==> src/rtl/la_capture_pkg.sv <==
// Shared types and helpers for the logic-analyzer capture sequencer.
package la_capture_pkg;

    typedef enum logic [2:0] {
        ST_IDLE,
        ST_RESET,
        ST_ARMED,
        ST_FLUSH,
        ST_ARB_FLUSH,
        ST_READ,
        ST_WAIT
    } cap_state_t;

    localparam int DEFAULT_PTR_WIDTH = 29;

    // A single pod still needs a 1-bit select so the port never collapses to zero width.
    function automatic int pod_width(input int n);
        int w;
        w = $clog2(n);
        return (w < 1) ? 1 : w;
    endfunction

endpackage

==> src/rtl/la_capture_sequencer_flush.sv <==
// Per-pod sticky flush-complete collection with a bounded wait.
module la_flush_collector
    import la_capture_pkg::*;
#(
    parameter int NUM_PODS      = 2,
    parameter int FLUSH_TIMEOUT = 65535
) (
    input  logic                clk,
    input  logic                rst,
    input  logic                active,
    input  logic [NUM_PODS-1:0] pod_flush_complete,
    output logic                all_done,
    output logic                timed_out
);

    localparam int TW = $clog2(FLUSH_TIMEOUT + 1);
    localparam logic [TW-1:0] TMO_LAST = TW'(FLUSH_TIMEOUT - 1);

    logic [NUM_PODS-1:0] sticky_reg;
    logic [TW-1:0]       tmo_cnt_reg;

    // Sticky bits and counter are held clear whenever the FLUSH phase is not active,
    // so every entry starts from zero and stray completes are ignored.
    genvar gi;
    generate
        for (gi = 0; gi < NUM_PODS; gi++) begin : g_sticky
            always_ff @(posedge clk or posedge rst) begin
                if (rst) begin
                    sticky_reg[gi] <= 1'b0;
                end else if (!active) begin
                    sticky_reg[gi] <= 1'b0;
                end else if (pod_flush_complete[gi]) begin
                    sticky_reg[gi] <= 1'b1;
                end
            end
        end
    endgenerate

    always_ff @(posedge clk or posedge rst) begin
        if (rst) begin
            tmo_cnt_reg <= '0;
        end else if (!active) begin
            tmo_cnt_reg <= '0;
        end else if (!timed_out) begin
            tmo_cnt_reg <= tmo_cnt_reg + TW'(1);
        end
    end

    // A complete arriving this cycle counts immediately.
    assign all_done  = active && (&(sticky_reg | pod_flush_complete));
    assign timed_out = active && (tmo_cnt_reg == TMO_LAST);

endmodule

==> src/rtl/la_capture_sequencer.sv <==
// Capture sequencer: trigger reset, capture, pod/arbiter flush, then streams
// every pod's write pointers out over a valid/ready handshake.
module la_capture_sequencer
    import la_capture_pkg::*;
#(
    parameter int NUM_PODS      = 2,
    parameter int PTRS_PER_POD  = 8,
    parameter int PTR_WIDTH     = DEFAULT_PTR_WIDTH,
    parameter int RST_CYCLES    = 16,
    parameter int FLUSH_TIMEOUT = 65535
) (
    input  logic                              clk_ram_2x,
    input  logic                              rst,
    input  logic                              arm,
    input  logic                              stop,
    output logic                              trig_rst,
    output logic                              capture_en,
    output logic                              capture_flush,
    input  logic [NUM_PODS-1:0]               pod_flush_complete,
    output logic                              flush_arbiter,
    input  logic                              flush_done,
    output logic                              ptr_rd_en,
    output logic [pod_width(NUM_PODS)-1:0]    ptr_rd_pod,
    output logic [$clog2(PTRS_PER_POD)-1:0]   ptr_rd_addr,
    input  logic [NUM_PODS*PTR_WIDTH-1:0]     ptr_rd_data,
    output logic                              out_valid,
    input  logic                              out_ready,
    output logic [pod_width(NUM_PODS)-1:0]    out_pod,
    output logic [$clog2(PTRS_PER_POD)-1:0]   out_index,
    output logic [PTR_WIDTH-1:0]              out_ptr,
    output logic                              out_last,
    output logic                              busy,
    output logic                              timeout_err
);

    localparam int PW = pod_width(NUM_PODS);
    localparam int AW = $clog2(PTRS_PER_POD);
    localparam int RW = $clog2(RST_CYCLES + 1);
    localparam logic [PW-1:0] LAST_POD = PW'(NUM_PODS - 1);
    localparam logic [AW-1:0] LAST_IDX = AW'(PTRS_PER_POD - 1);
    localparam logic [RW-1:0] RST_LAST = RW'(RST_CYCLES - 1);

    cap_state_t state_reg, state_next;

    logic [RW-1:0]        rst_cnt_reg;
    logic [PW-1:0]        pod_cnt_reg;
    logic [AW-1:0]        idx_cnt_reg;
    logic                 trig_rst_reg, capture_en_reg, capture_flush_reg;
    logic                 flush_arbiter_reg, ptr_rd_en_reg, busy_reg, timeout_err_reg;
    logic                 out_valid_reg, out_last_reg;
    logic [PW-1:0]        out_pod_reg;
    logic [AW-1:0]        out_index_reg;
    logic [PTR_WIDTH-1:0] out_ptr_reg;
    logic                 capture_word, transfer;
    logic                 all_done, timed_out;
    logic [PTR_WIDTH-1:0] pod_ptr [NUM_PODS];

    genvar gi;
    generate
        for (gi = 0; gi < NUM_PODS; gi++) begin : g_pod_ptr
            assign pod_ptr[gi] = ptr_rd_data[gi*PTR_WIDTH +: PTR_WIDTH];
        end
    endgenerate

    la_flush_collector #(
        .NUM_PODS      (NUM_PODS),
        .FLUSH_TIMEOUT (FLUSH_TIMEOUT)
    ) u_flush (
        .clk                (clk_ram_2x),
        .rst                (rst),
        .active             (state_reg == ST_FLUSH),
        .pod_flush_complete (pod_flush_complete),
        .all_done           (all_done),
        .timed_out          (timed_out)
    );

    always_ff @(posedge clk_ram_2x or posedge rst) begin
        if (rst) begin
            state_reg <= ST_IDLE;
        end else begin
            state_reg <= state_next;
        end
    end

    // WAIT covers two phases: the capture cycle (out_valid still low) and the handshake.
    always_comb begin
        state_next   = state_reg;
        capture_word = 1'b0;
        transfer     = 1'b0;
        case (state_reg)
            ST_IDLE:      if (arm) state_next = ST_RESET;
            ST_RESET:     if (rst_cnt_reg == RST_LAST) state_next = ST_ARMED;
            ST_ARMED:     if (stop) state_next = ST_FLUSH;
            ST_FLUSH:     if (all_done || timed_out) state_next = ST_ARB_FLUSH;
            ST_ARB_FLUSH: if (flush_done) state_next = ST_READ;
            ST_READ:      state_next = ST_WAIT;
            ST_WAIT: begin
                if (!out_valid_reg) begin
                    capture_word = 1'b1;
                end else if (out_ready) begin
                    transfer   = 1'b1;
                    state_next = out_last_reg ? ST_IDLE : ST_READ;
                end
            end
            default:      state_next = ST_IDLE;
        endcase
    end

    // Phase outputs are registered from the next state so they line up with it.
    always_ff @(posedge clk_ram_2x or posedge rst) begin
        if (rst) begin
            rst_cnt_reg       <= '0;
            trig_rst_reg      <= 1'b0;
            capture_en_reg    <= 1'b0;
            capture_flush_reg <= 1'b0;
            flush_arbiter_reg <= 1'b0;
            ptr_rd_en_reg     <= 1'b0;
            busy_reg          <= 1'b0;
            timeout_err_reg   <= 1'b0;
        end else begin
            rst_cnt_reg       <= (state_reg == ST_RESET) ? rst_cnt_reg + RW'(1) : '0;
            trig_rst_reg      <= (state_next == ST_RESET);
            capture_en_reg    <= (state_next == ST_ARMED);
            capture_flush_reg <= (state_next == ST_FLUSH);
            flush_arbiter_reg <= (state_next == ST_ARB_FLUSH);
            ptr_rd_en_reg     <= (state_next == ST_READ);
            busy_reg          <= (state_next != ST_IDLE);
            if (state_reg == ST_IDLE && arm) begin
                timeout_err_reg <= 1'b0;
            end else if (state_reg == ST_FLUSH && timed_out && !all_done) begin
                timeout_err_reg <= 1'b1;
            end
        end
    end

    always_ff @(posedge clk_ram_2x or posedge rst) begin
        if (rst) begin
            pod_cnt_reg   <= '0;
            idx_cnt_reg   <= '0;
            out_valid_reg <= 1'b0;
            out_last_reg  <= 1'b0;
            out_pod_reg   <= '0;
            out_index_reg <= '0;
            out_ptr_reg   <= '0;
        end else begin
            if (state_reg == ST_IDLE) begin
                pod_cnt_reg <= '0;
                idx_cnt_reg <= '0;
            end else if (transfer) begin
                if (idx_cnt_reg == LAST_IDX) begin
                    idx_cnt_reg <= '0;
                    pod_cnt_reg <= pod_cnt_reg + PW'(1);
                end else begin
                    idx_cnt_reg <= idx_cnt_reg + AW'(1);
                end
            end
            // Fields are only written on capture, so they hold through a stall.
            if (capture_word) begin
                out_valid_reg <= 1'b1;
                out_pod_reg   <= pod_cnt_reg;
                out_index_reg <= idx_cnt_reg;
                out_ptr_reg   <= pod_ptr[pod_cnt_reg];
                out_last_reg  <= (pod_cnt_reg == LAST_POD) && (idx_cnt_reg == LAST_IDX);
            end else if (transfer) begin
                out_valid_reg <= 1'b0;
                out_last_reg  <= 1'b0;
            end
        end
    end

    assign trig_rst      = trig_rst_reg;
    assign capture_en    = capture_en_reg;
    assign capture_flush = capture_flush_reg;
    assign flush_arbiter = flush_arbiter_reg;
    assign ptr_rd_en     = ptr_rd_en_reg;
    assign ptr_rd_pod    = pod_cnt_reg;
    assign ptr_rd_addr   = idx_cnt_reg;
    assign out_valid     = out_valid_reg;
    assign out_pod       = out_pod_reg;
    assign out_index     = out_index_reg;
    assign out_ptr       = out_ptr_reg;
    assign out_last      = out_last_reg;
    assign busy          = busy_reg;
    assign timeout_err   = timeout_err_reg;

endmodule
==> config.mk <==
export PLATFORM = sky130hd
export DESIGN_NAME = la_capture_sequencer
export DESIGN_NICKNAME = d
export VERILOG_FILES = /design/src/rtl/la_capture_pkg.sv /design/src/rtl/la_capture_sequencer_flush.sv /design/src/rtl/la_capture_sequencer.sv
export SDC_FILE = /design/constraint.sdc
export NUM_CORES = 1
export LEC_CHECK = 0
export ABC_CLOCK_PERIOD_IN_PS = 5650
export CAP_MARGIN = 20
export CORE_MARGIN = 3
export CORE_UTILIZATION = 35
export CTS_CLUSTER_DIAMETER = 80
export CTS_CLUSTER_SIZE = 8
export DETAILED_ROUTE_END_ITERATION = 7
export PLACE_DENSITY_LB_ADDON = 0.3
export SLEW_MARGIN = 20
export SYNTH_ARGS = -nofsm -noshare
export SYNTH_HDL_FRONTEND = slang
export SYNTH_SLANG_ARGS = --single-unit
export TNS_END_PERCENT = 1
==> constraint.sdc <==
create_clock -name clk_ram_2x -period 5.65 [get_ports clk_ram_2x]
set_input_delay 0.565 -clock clk_ram_2x [delete_from_list [all_inputs] [get_ports clk_ram_2x]]
set_output_delay 0.565 -clock clk_ram_2x [all_outputs]
set_load 0.01 [all_outputs]
**Word-level counts from Yosys, hierarchy flattened**

Index checks and enable logic that the tools add are counted.

- Bits in registers: 72
- Bits of input ports: 66
- Output and inout port bits: 46
- Logic and storage cells: 94

- $add $sub $neg: 4
- Magnitude comparators: 1
- Equal/unequal tests: 17
- Multiplexer cells: 35
- Bitwise gates (word level): 2
- Reduce and logical (&&, ||, !) cells: 16

Operators by type and width:

| kind | number |
|---|---|
| $mux 29 | 3 |
| $mux 3 | 11 |
| $mux 16 | 2 |
| $pmux 3 s7 | 1 |
| $eq 3x3->1 const B | 6 |
| $mux 1 | 17 |
| $add 16x1->16 const B | 1 |
| $eq 16x16->1 const B | 1 |
| $eq 3x2->1 const B | 4 |
| $reduce_bool 2->1 | 4 |
| $eq 3x1->1 const B | 2 |
| $logic_and 1x1->1 | 6 |
| $ne 2x2->1 const B | 3 |
| $add 5x1->5 const B | 1 |
| $eq 5x4->1 const B | 1 |
| $mux 5 | 1 |
| $reduce_and 2->1 | 2 |
| $add 3x1->3 const B | 1 |
| $logic_not 3->1 | 1 |
| $reduce_bool 3->1 | 1 |
| $ge 2x2->1 const B | 1 |
| $not 1->2 | 1 |
| $or 2x2->2 | 1 |
| $add 1x1->1 const B | 1 |
| other kinds (2) | 2 |

**Longest topological paths before layout**

- Depth after elaboration: 7
- Depth in mapped cells: 7
- Depth with buffers taken out: 7

**By module**

Synthesis repeated with hierarchy kept, for this count alone.

- Cells, all modules: 320
- Area, all modules: 3409.5 um^2

By module, submodules not included:

| module | instances | cells an instance | area each (um^2) | seq. area each (um^2) |
|---|---|---|---|---|
| la_capture_sequencer | 1 | 226 | 2452.4 | 1351.3 |
| la_flush_collector | 1 | 94 | 957.2 | 450.4 |

**Worst setup path before layout**

No wires, ideal clock.

- Path kind: register to register
- Start: register rst_cnt_reg[0]
- End: register capture_en_reg, in the netlist capture_en
- Setup time: 0.120 ns
- Arrival: 1.601 ns
- Required time: 5.530 ns
- Slack: 3.929 ns
- Cell stages (with the launch flop): 8
- Buffers on the path: 0
- Clock period less this slack: 1.721 ns
- Path through: dfrtp_1 > ha_1 > and3_1 > ha_1 > nor3b_1 > a31oi_1 > o221a_2 > and3_1

- Longest elaborated chain between the ends: 4

Ends and longest elaborated chain:

| what | line | source |
|---|---|---|
| start, declared | la_capture_sequencer.sv:45 | `logic [RW-1:0] rst_cnt_reg;` |
| start signal, assigned | la_capture_sequencer.sv:121 | `rst_cnt_reg <= (state_reg == ST_RESET) ? rst_cnt_reg + RW'(1) : '0;` |
| $eq 5x4->1 | la_capture_sequencer.sv:92 | `ST_RESET: if (rst_cnt_reg == RST_LAST) state_next = ST_ARMED;` |
| $mux 3 | la_capture_sequencer.sv:92 |  |
| $pmux 3 s7 | la_capture_sequencer.sv:90 | `case (state_reg)` |
| $eq 3x2->1 | la_capture_sequencer.sv:123 | `capture_en_reg <= (state_next == ST_ARMED);` |
| end signal, assigned | la_capture_sequencer.sv:123 |  |
| end, declared | la_capture_sequencer.sv:48 | `logic trig_rst_reg, capture_en_reg, capture_flush_reg;` |

No other way between the ends.
A chain may end at the register's enable or synchronous reset.

**Worst setup path in the final report**

- Start: register pod_cnt_reg, in the netlist ptr_rd_pod
- End: output ptr_rd_pod

RTL lines:

| what | line | source |
|---|---|---|
| start, declared | la_capture_sequencer.sv:46 | `logic [PW-1:0] pod_cnt_reg;` |
| start signal, assigned | la_capture_sequencer.sv:152 | `pod_cnt_reg <= pod_cnt_reg + PW'(1);` |
| end, declared | la_capture_sequencer.sv:23 | `output logic [pod_width(NUM_PODS)-1:0] ptr_rd_pod,` |

No word-level cell between the ends.

==> impl_metrics.json <==
{
  "status": "finished, final reports clean",
  "synth_compound_area_share_pct": 13.2,
  "fp.dieW_um": 105,
  "multiInputGateArea_mm2": 0.00149,
  "fmax_mhz": 388,
  "finalNonFillerCells": 568,
  "design_area_mm2": 0.00482,
  "crit_slowest_cell": "dfrtp_2",
  "maxCapViolCount": 0,
  "rsz0062_at_grt": "no",
  "worst_pin_slew_ns": 0.921,
  "crit_required_ns": 5.09,
  "core-area_mm2": 0.00933,
  "yosysMostFrequentCell": "dfrtp_1",
  "synth_xor_area_share_pct": 1.03,
  "nNetsFinal": 506,
  "fin_tns_setup_ns": 0,
  "ff_latch_area_mm2": 0.00180,
  "hp-class": "reg2reg",
  "area_growth_pct": 41.8,
  "yosysUniqueCellTypes": 45,
  "p_leak_nw": 1.88,
  "nFillCells": 855,
  "post-route-util_pct": 51.7,
  "switching_share_pct": 27.4,
  "die_area_mm2": 0.0109,
  "synth_top_area_share_pct": 53.0,
  "synth-seq-cells": 72,
  "syn-num-nets": 398,
  "synth.top_cells.by_count": "dfrtp_1 (72), nor2_1 (50), a21oi_1 (39), mux2i_1 (30), nand2_1 (16)",
  "crit_family": "flip-flops",
  "dr.pass1.iters": 4,
  "clock_path_buffers": 2,
  "arrival_ns": 2.01,
  "cts_tree": "done",
  "pre_cts_ws_ns": 3.42,
  "clock_latency_ns": 0.35,
  "fin_crit_ns": 2.58,
  "worstSetupPathType": "reg2out",
  "die_h_um": 105,
  "port-buffer-count": 111,
  "synthAdderAreaFrac_pct": 2.21,
  "track_usage_pct": 15.3,
  "syn-cell-area_mm2": 0.00340,
  "met2_length_um": 3770,
  "start_util_pct": 36.4,
  "worst-path-buf-inv": 1,
  "routedWlPerCell_um": 14.6,
  "top_layer": "met4",
  "synthFlopType": "dfrtp_1",
  "largest_register_ffs": 29,
  "syn-mean-instance-area_um2": 10.4,
  "dp.cells": 552,
  "synth_warnings": 0,
  "clockPowerShare_pct": 35.2,
  "synth-edff-count": 0,
  "drt_iter0_drc": 118,
  "cts_sinks": 72,
  "seqPwrFrac_pct": 46.6,
  "fin_worst_skew_ns": 0.0118,
  "grt_overflow": 0,
  "internal_power_mw": 0.921,
  "crit_fanout": 33,
  "slew-limit-headroom_pct": 38.6,
  "syn_inst": 326,
  "postCtsResizedCells": 0,
  "grt_pass1_wl_um": 13800,
  "viasPerCell": 5.02,
  "worst_setup_path_start_kind": "register",
  "crit_cells": 1,
  "reg2regPathDepth": 4,
  "end_kind": "output port",
  "grt_max_degree": 65,
  "hold_slack_ns": 0.468,
  "cts_made_buffers": 9,
  "synthTopCellsByArea": "dfrtp_1 (53%), mux2i_1 (8.8%), a21oi_1 (5.7%), nor2_1 (5.5%), ha_1 (2.2%)",
  "wl_met1_um": 3790,
  "rows": 35,
  "finalCritPeriodShare_pct": 45.6,
  "synth_top_family_by_area": "simple AND/OR/NAND/NOR gates",
  "postRouteAntennaNets": 0,
  "grt_pass1_vias": 2856,
  "met3_length_um": 675,
  "p_total_mw": 1.27,
  "clockRootBuffer": "clkbuf_8",
  "pwr-share-comb_pct": 18.2,
  "clkTransAtPathRegs_ns": 0.08,
  "finalHoldViolations": 0,
  "yosysTopAreaCell": "dfrtp_1",
  "hold_depth": 1,
  "post_cts_buffers": 0,
  "layout-drive-gt1-share_pct": 7.74,
  "wirelength_um": 8300,
  "holdBufCountCts": 0,
  "cp_cell_sequence": "clkdlybuf4s50_1",
  "power.density_mw_per_mm2": 263,
  "vdd_drop_max_v": 0.000160,
  "synth-seq-area-share_pct": 53.0,
  "switchingPower_mw": 0.347,
  "synth-async-reset-ratio_pct": 100,
  "antenna_found_initial": 0,
  "setup_slack_ns": 3.07,
  "gp_congestion": 0.789,
  "setup_viol": 0,
  "h-tree-depth": 3,
  "n_antenna_cell": 0,
  "num_vias": 2853,
  "slew_viol_final": 0,
  "pin_count": 112,
  "hpwlAfterDp_um": 6140,
  "route.detailed.drc": 0,
  "placed_area_mm2": 0.00460,
  "slowest_delay_ns": 0.98,
  "synthSimpleGateAreaFrac_pct": 16.9,
  "synth_mux_area_share_pct": 10.2
}
-- area by class of cell --
class / count / share of cell area (%)
flip-flops and latches: 72 / 37.4
multi-input cells: 232 / 30.9
repair buffers: 113 / 23.4
well taps: 129 / 3.35
clock buffers: 9 / 2.57
clock inverters: 7 / 1.97
inverters: 6 / 0.467
-- routing by layer --
| metal | vias up | track usage (%) |
|---|---|---|
| li1 | 1391 | - |
| met4 | 0 | 3.42 |
| met5 | - | 0 |
| met2 | 106 | 24.5 |
| met3 | 7 | 6.24 |
| met1 | 1349 | 19.5 |
-- path summary, 6_finish.rpt --
kind,startpoint,endpoint,slack [ns]
worst max-delay path,ptr_rd_pod,ptr_rd_pod,3.07
worst min-delay path,rst_cnt_reg[0],rst_cnt_reg[0],0.47
worst max register to register,state_reg[2],out_pod,3.63
worst min register to register,rst_cnt_reg[0],rst_cnt_reg[0],0.47
max in group asynchronous,rst,ptr_rd_pod,4.04
min in group asynchronous,rst,out_ptr[23],0.57
-- cells in the final DEF (no fill, tap or decap), types with 2 or more instances in the layout --
| cell | netlist | final |
|---|---|---|
| clkdlybuf4s50_1 | 0 | 111 |
| dfrtp_1 | 72 | 71 |
| nor2_1 | 50 | 50 |
| a21oi_1 | 39 | 39 |
| mux2i_1 | 30 | 30 |
| nand2_1 | 16 | 16 |
| nand3_1 | 12 | 12 |
| o21ai_0 | 9 | 9 |
| clkbuf_8 | 1 | 9 |
| and3_1 | 6 | 6 |
| ha_1 | 6 | 6 |
| nor3_1 | 5 | 5 |
| inv_1 | 6 | 5 |
| o311ai_0 | 5 | 5 |
| o41ai_1 | 5 | 5 |
| a31oi_1 | 4 | 4 |
| or3_1 | 4 | 4 |
| mux2_2 | 4 | 4 |
| nand4_1 | 3 | 3 |
| xnor2_1 | 3 | 3 |
| nor3b_1 | 3 | 3 |
| and4_1 | 2 | 2 |
| and3b_1 | 2 | 2 |
| nand3b_1 | 2 | 2 |
| a211oi_1 | 2 | 2 |
| a31o_2 | 2 | 2 |
| a21boi_0 | 2 | 2 |
| clkinv_2 | 0 | 2 |
| bufinv_16 | 0 | 2 |
| buf_4 | 4 | 2 |
-- power groups by stage --
stage / registers [mW] / logic (mW) / clock network, mW
after global placement: 0.599 / 0.228 / 0
final: 0.591 / 0.230 / 0.447
after detailed placement: 0.601 / 0.233 / 0
after CTS: 0.591 / 0.234 / 0.458
after global routing: 0.598 / 0.258 / 0.482
after floorplan: 0.591 / 0.132 / 0
-- cells by family (layout without fill, tap and decap cells) --
family / after synthesis / after routing
simple gates: 114 / 114
flops: 72 / 72
mux: 34 / 34
fa+ha+maj: 6 / 6
buf+inv: 22 / 135
compound gates: 74 / 74
xor+xnor: 4 / 4
Power figures use the tool's default switching activity.
